==> src/rtl/module_bin2bcd_seq.sv <==
// ---------------------------------------------------------------------------
// module_bin2bcd_seq
// Sequential binary-to-BCD converter (shift-and-add-3, "double dabble").
// Converts the binary product of two 2-digit operands into packed BCD digits
// for the 7-segment display path. One input bit is consumed per clock.
//
// Ports
//   clk      in   1          system clock
//   rst      in   1          asynchronous active-low reset
//   start    in   1          request a conversion of bin_in (honoured in IDLE only)
//   bin_in   in   BIN_W      binary value, captured on the accepting edge
//   busy     out  1          high while bits are being shifted (SHIFT state)
//   done     out  1          one-cycle pulse, bcd_out/ovf valid from this cycle
//   bcd_out  out  4*DIGITS   packed BCD, [3:0] = units ... top nibble = most significant
//   ovf      out  1          input exceeded 10^DIGITS-1, bcd_out saturated to all 9s
// ---------------------------------------------------------------------------
module module_bin2bcd_seq #(
   parameter int BIN_W  = 14,
   parameter int DIGITS = 4
) (
   input  logic                  clk,
   input  logic                  rst,
   input  logic                  start,
   input  logic [BIN_W-1:0]      bin_in,
   output logic                  busy,
   output logic                  done,
   output logic [4*DIGITS-1:0]   bcd_out,
   output logic                  ovf
);

   localparam int BCD_W = 4 * DIGITS;
   localparam int CNT_W = $clog2(BIN_W + 1);

   localparam logic [1:0] IDLE  = 2'd0;
   localparam logic [1:0] SHIFT = 2'd1;
   localparam logic [1:0] DONE  = 2'd2;

   function automatic longint pow10(input int n);
      longint r;
      r = 1;
      for (int i = 0; i < n; i++) begin
         r = r * 10;
      end
      return r;
   endfunction

   // Largest representable decimal value and largest possible input. When the
   // input range never reaches the decimal limit, clamp the threshold to the
   // input maximum so the overflow flag can never assert.
   localparam longint MAX_DEC = pow10(DIGITS) - 1;
   localparam longint BIN_MAX = (longint'(1) << BIN_W) - 1;
   localparam logic [BIN_W:0] MAX_CMP =
      (MAX_DEC > BIN_MAX) ? (BIN_W+1)'(BIN_MAX) : (BIN_W+1)'(MAX_DEC);

   localparam logic [BCD_W-1:0] SAT_VAL = {DIGITS{4'h9}};

   logic [1:0]        state;
   logic [BCD_W-1:0]  scratch;
   logic [BIN_W-1:0]  shreg;
   logic [CNT_W-1:0]  cnt;
   logic              ovf_pend;

   logic [BCD_W-1:0]  adj;
   logic [BCD_W-1:0]  scratch_nxt;
   logic [BIN_W-1:0]  shreg_nxt;

   // One double-dabble step: every digit >= 5 gets +3 in parallel, then the
   // combined {scratch, shreg} word shifts left by one. A digit is at most 9
   // before adjustment, so the +3 result fits in its own nibble.
   always_comb begin
      adj = scratch;
      for (int d = 0; d < DIGITS; d++) begin
         if (scratch[4*d +: 4] >= 4'd5) begin
            adj[4*d +: 4] = scratch[4*d +: 4] + 4'd3;
         end
      end
      scratch_nxt = {adj[BCD_W-2:0], shreg[BIN_W-1]};
      shreg_nxt   = {shreg[BIN_W-2:0], 1'b0};
   end

   // Control FSM and datapath. The result registers are loaded on the edge
   // that enters DONE (using the final shifted scratch value) so that bcd_out
   // and ovf are already valid during the cycle in which done is high, and
   // they stay untouched throughout SHIFT.
   always_ff @(posedge clk or negedge rst) begin
      if (!rst) begin
         state    <= IDLE;
         scratch  <= '0;
         shreg    <= '0;
         cnt      <= '0;
         ovf_pend <= 1'b0;
         bcd_out  <= '0;
         ovf      <= 1'b0;
      end else begin
         case (state)
            IDLE: begin
               if (start) begin
                  shreg    <= bin_in;
                  scratch  <= '0;
                  cnt      <= CNT_W'(BIN_W);
                  ovf_pend <= ({1'b0, bin_in} > MAX_CMP);
                  state    <= SHIFT;
               end
            end
            SHIFT: begin
               scratch <= scratch_nxt;
               shreg   <= shreg_nxt;
               cnt     <= cnt - 1'b1;
               if (cnt == CNT_W'(1)) begin
                  state   <= DONE;
                  bcd_out <= ovf_pend ? SAT_VAL : scratch_nxt;
                  ovf     <= ovf_pend;
               end
            end
            DONE: begin
               state <= IDLE;
            end
            default: begin
               state <= IDLE;
            end
         endcase
      end
   end

   assign busy = (state == SHIFT);
   assign done = (state == DONE);

endmodule
==> config.mk <==
export PLATFORM = sky130hd
export DESIGN_NAME = module_bin2bcd_seq
export DESIGN_NICKNAME = d
export VERILOG_FILES = /design/src/rtl/module_bin2bcd_seq.sv
export SDC_FILE = /design/constraint.sdc
export NUM_CORES = 1
export LEC_CHECK = 0
export ABC_AREA = 0
export CORE_AREA = 2 2 97 99
export CTS_BUF_LIST = sky130_fd_sc_hd__clkbuf_8
export DETAILED_ROUTE_END_ITERATION = 7
export DIE_AREA = 0 0 99 101
export GPL_ROUTABILITY_DRIVEN = 0
export GPL_TIMING_DRIVEN = 1
export SYNTH_ARGS = -nofsm -noshare
export SYNTH_HDL_FRONTEND = slang
export SYNTH_SLANG_ARGS = --single-unit
export TNS_END_PERCENT = 1
==> constraint.sdc <==
create_clock -name clk -period 1.4 [get_ports clk]
set_input_delay 0.28 -clock clk [delete_from_list [all_inputs] [get_ports clk]]
set_output_delay 0.28 -clock clk [all_outputs]
set_load 0.05 [all_outputs]
Word level (Yosys, flattened, before mapping)
Cells that the tools add are included.
{ "word_totals": {"out_inout_bits": 19, "reg_bits": 54, "wordCells": 42} }
{ "op_classes": {"add_sub_neg": 5, "n_mux": 14, "eq_ne": 5, "n_reduce_logical": 6, "magnitude_cmp": 5} }
{ "ops": {"columns": ["cell", "n"], "rows": [
  ["$mux W16", 2],
  ["$pmux W16 S2", 1],
  ["$pmux W14 S2", 1],
  ["$ge A4 B3 Y1 const B", 4],
  ["$mux W4", 4],
  ["$gt A14 B14 Y1 const B", 1],
  ["$mux W14", 1],
  ["$add A4 B2 Y4 const B", 3],
  ["$pmux W4 S2", 1],
  ["$reduce_and A2 Y1", 4],
  ["$eq A4 B1 Y1 const B", 1],
  ["$mux W2", 2],
  ["$pmux W2 S2", 1],
  ["$sub A4 B1 Y4 const B", 1],
  ["$add A3 B2 Y3 const B", 1],
  ["$mux W3", 1],
  ["$eq A2 B1 Y1 const B", 1],
  ["$eq A2 B2 Y1 const B", 1],
  ["$logic_not A2 Y1", 1],
  ["$ne A2 B1 Y1 const B", 1],
  ["$ne A2 B2 Y1 const B", 1],
  ["$reduce_bool A2 Y1", 1]
]} }

Logic depth before layout (Yosys ltp)
{ "logic_depth": {"ltp_word": 3, "depth_mapped": 8} }

Worst setup path before layout
No wires, ideal clock.
{ "synth_path": {"kind": "register to register", "from": "register scratch[4]", "to": "register scratch[6]", "period_less_slack_ns": 1.497, "required_time_ns": 1.317, "setup_slack_ns": -0.097, "setup_time_ns": 0.083, "stages_incl_launch_ff": 6, "arrival_ns": 1.415, "path_cell_list": "dfrtp_1 ha_1 nand2b_1 a21oi_1 mux2_2 o21ai_0"} }
{ "synth_between": {"elab_chain_cells": 3, "elab_cells_between_ends": 4, "classes_between": "add/sub: 1; order compare: 1; mux: 2"} }
{ "synth_rtl": {"columns": ["element", "line_no", "source"], "rows": [
  ["from (decl)", "58", "logic [BCD_W-1:0] scratch;"],
  ["from (signal assigned)", "106", "scratch <= scratch_nxt;"],
  ["$add A4 B2 Y4 / $ge A4 B3 Y1 (equally long branches)", "74, 73", null],
  ["$mux W4 *", "73", "if (scratch[4*d +: 4] >= 4'd5) begin"],
  ["$pmux W16 S2 *", "95", "case (state)"]
]} }
Mark *: on every way between the ends. The rest lies on a longest branch, timed or not.
A chain may end at the register's enable or synchronous reset.

Final worst setup path
{ "layout_path": {"from": "register scratch[4]", "to": "register bcd_out[6]"} }
{ "layout_between": {"elab_chain_cells": 3, "elab_cells_between_ends": 4, "classes_between": "add/sub: 1; order compare: 1; mux: 2"} }
{ "layout_rtl": {"columns": ["element", "line_no", "source"], "rows": [
  ["$add A4 B2 Y4 / $ge A4 B3 Y1 (equally long branches)", "74, 73", null],
  ["$mux W4 *", "73", null],
  ["$mux W16 *", "111", "bcd_out <= ovf_pend ? SAT_VAL : scratch_nxt;"],
  ["to (signal assigned)", "111", null],
  ["to (decl)", "27", "output logic [4*DIGITS-1:0] bcd_out,"]
]} }
Marked as above.

==> results.toml <==
[min_path]
hp-class = "in2async"

[synth]
yosysTopAreaCell = "dfrtp_1"
seq_area_frac_synth = 0.517
syn-num-nets = 306
yosys_most_used_dff = "dfrtp_1"
synth_cell_types = 37
netlist.area_leader.share = 0.517
synth_common_cells = "dfrtp_1 (54), nand2_1 (50), o21ai_0 (29), nor2_1 (25), a31oi_1 (12)"
yosys_warnings = 0
synth.avg_cell_area_sq_um = 9.37
yosys.cell_count.top_type = "dfrtp_1"
async_reset_ff_frac = 1.00
syn-cell-area_sq_um = 2620
synth_edf_count = 0
synthCells = 279
ys_ff_latch = 54
synthTopCellsByArea = "dfrtp_1 (52%), nand2_1 (7.2%), o21ai_0 (5.6%)"

[status]
status = "finished with violations"
violations = "setup timing"

[worst_setup_path]
cp-start-kind = "flip-flop"
arrival_ps = 1700
path_max_fanout = 4
r2r-start = "scratch[4]$_DFFE_PN0P_"
crit_path_end_kind = "flip-flop"
startpoint = "scratch[4]$_DFFE_PN0P_"
worstPathRequired_ps = 1630
path_class = "reg2reg"

[grt]
grt_pass1_wl_um = 9940
grt_usage = 0.124
first_global_vias = 2118
grt_overflow = 0
grt_max_degree = 55
grt_antenna_before_repair = 0

[route]
routedWlPerCell_um = 13.7
antenna_left = 0
drtIter0Drc = 95
vias = 2233
dr.pass1.iters = 5
drt-total-wl_um = 6330
post-route-drc-count = 0
vias_per_cell = 4.83

[power]
power_w = 0.0103
switching_share = 0.424
leakage_nw = 1.71
p_clk_frac = 0.104
ir_worst_vdd_mv = 0.769
powerDensity_nw_per_um2 = 2630
power.switching_w = 0.00438
pwr-share-seq = 0.297
internal-power_w = 0.00596
pwr-share-comb = 0.599

[placed_design]
place.detailed.hpwl_um = 4260
dpl_worst_slack_ps = -280
numPortBuffers = 35

[floorplan]
die_width_um = 99
fp-row-count = 35
start_util = 0.291
dieArea_sq_um = 10000
io_pins = 36
die_h_um = 101
core_area_sq_um = 8980

[layout]
drive_above_1_share = 0.319
num-nets-final = 377
antennaDiodeCount = 0
synthToLayoutAreaGrowth_pct = 50.5

[clock_tree]
cts-root-buf = "clkbuf_8"
clk_pin_slew_worst_paths_ps = 110
htreeDepth = 2
clock_sinks = 54
clk_latency_ps = 310
cts_buffers = 5
cts_tree = "yes"
cts_buffer_depth = 2

[sta]
timing.final.crit_share = 1.05
worstMarginPinSlew_ps = 474
final-max-slew-violation-count = 0
relSlewSlack = 0.684
rsz0062_at_grt = "yes"
clock_skew_ps = 8.71
worst_slack_ps = -71.7
setup_viol = 20
hold_viol_final = 0
fmax_mhz = 679
finalCriticalPeriod_ps = 1470

[job]
cap_violations = 0
==> cell usage in the layout, fill, tap and decap left out, types with 2 or more instances in the layout <==
| master | Yosys | final |
|---|---|---|
| o21ai_0 | 29 | 17 |
| a21oi_4 | 0 | 4 |
| buf_6 | 2 | 5 |
| nand2b_1 | 10 | 5 |
| ha_4 | 0 | 3 |
| buf_4 | 1 | 32 |
| ha_2 | 0 | 3 |
| nor2_1 | 25 | 25 |
| clkdlybuf4s50_1 | 0 | 15 |
| a22o_1 | 5 | 5 |
| nand3_1 | 7 | 7 |
| inv_4 | 1 | 2 |
| xnor2_1 | 5 | 4 |
| a21o_1 | 2 | 2 |
| ha_1 | 10 | 4 |
| inv_2 | 1 | 6 |
| mux2i_2 | 0 | 3 |
| a21oi_1 | 11 | 7 |
| nor3b_1 | 3 | 3 |
| o2bb2ai_1 | 3 | 2 |
| nor3_2 | 0 | 4 |
| nand2_1 | 50 | 50 |
| nor3b_4 | 0 | 2 |
| o21ai_1 | 0 | 12 |
| inv_1 | 10 | 4 |
| a31oi_1 | 12 | 12 |
| dfrtp_1 | 54 | 53 |
| nor3_1 | 10 | 6 |
| buf_12 | 0 | 23 |
| clkbuf_8 | 0 | 5 |
| nand2b_4 | 0 | 5 |
==> logic make-up (layout without fill, tap and decap cells) <==
group | after synthesis | after routing | share of synthesized area
AO/OA/AOI/OAI | 66 | 66 | 0.150
XOR/XNOR | 5 | 5 | 0.0167
adder cells (fa/ha/maj) | 10 | 10 | 0.0478
buffers and inverters | 26 | 98 | 0.0478
flip-flops | 54 | 54 | 0.517
multiplexers | 4 | 4 | 0.0158
AND/OR/NAND/NOR | 114 | 114 | 0.205
==> per-layer routing <==
metal,GRT usage,up-vias,share of wire
met3,0.0250,10,0.036
met2,0.216,53,0.51
met5,0,-,0
li1,-,1088,-
met4,0.0295,0,0.0090
met1,0.158,1082,0.44
==> path summary, 6_finish.rpt <==
kind	cells past startpoint	endpoint	slack [ps]
min in group clk	3	shreg[0]$_DFFE_PN0P_	510
max in group asynchronous	3	state[0]$_DFFE_PN0P_	660
worst max register to register	5	bcd_out[6]$_DFFE_PN0P_	-70
worst min register to register	2	shreg[13]$_DFFE_PN0P_	520
worst min-delay path	3	scratch[3]$_DFFE_PN0P_	480
worst max-delay path	5	bcd_out[6]$_DFFE_PN0P_	-70
==> area by class of cell <==
cell class              count  area (sq um)
clock buffers               5          68.8
clock inverters             3          43.8
fillers                   833          5040
inverters                  12          50.0
multi-input cells         199          1350
flip-flops and latches     54          1350
well taps                 111           139
repair buffers             78           937
==> metrics by stage <==
| step | cell area [sq um] | instances | hold WS, ps | util | setup TNS, ps |
|---|---|---|---|---|---|
| 2_1_floorplan | 2630 | 279 | -15.6 | - | -53.0 |
| 3_3_place_gp | 3520 | 444 | 300 | 0.392 | -4450 |
| 3_5_place_dp | 3520 | 444 | 298 | 0.392 | -6230 |
| 4_1_cts | 3750 | 457 | 496 | 0.417 | -789 |
| 5_1_grt | 3940 | 462 | 503 | 0.438 | -2140 |
| 6_report | 3940 | 462 | 484 | 0.438 | -606 |
==> critical path, cell delays in order, from the launching register on <==
cell and delay, ps:
dfrtp_1 440, ha_2 200, nand2b_4 150, a21oi_4 160, mux2_4 320, o21ai_1 120
==> state kept, by name, summed over array words and instances (netlist names) <==
name and flops:
state 2, cnt 4, bcd_out 16, ovf 1, shreg 14, scratch 16
ovf_pend 1
==> power by group through the flow <==
stage	sequential [W]	combinational [W]	clock [W]
global route	0.00317	0.00667	0.00117
CTS	0.00303	0.00557	0.00110
detailed placement	0.00300	0.00534	0
floorplan	0.00360	0.00235	0
finish	0.00307	0.00619	0.00108
global placement	0.00298	0.00522	0
==> what timing repair did <==
item / 4_1_cts / 5_1_grt
endpoints found under the setup margin: 28 / 48
hold buffers: 1 / 0
resized for setup: 21 / 42
cloned: 0 / 0
pin swaps: 5 / 11
hold endpoints to repair: 54 / 0
buffers inserted: 4 / 5
(Power assumes the default switching activity.)
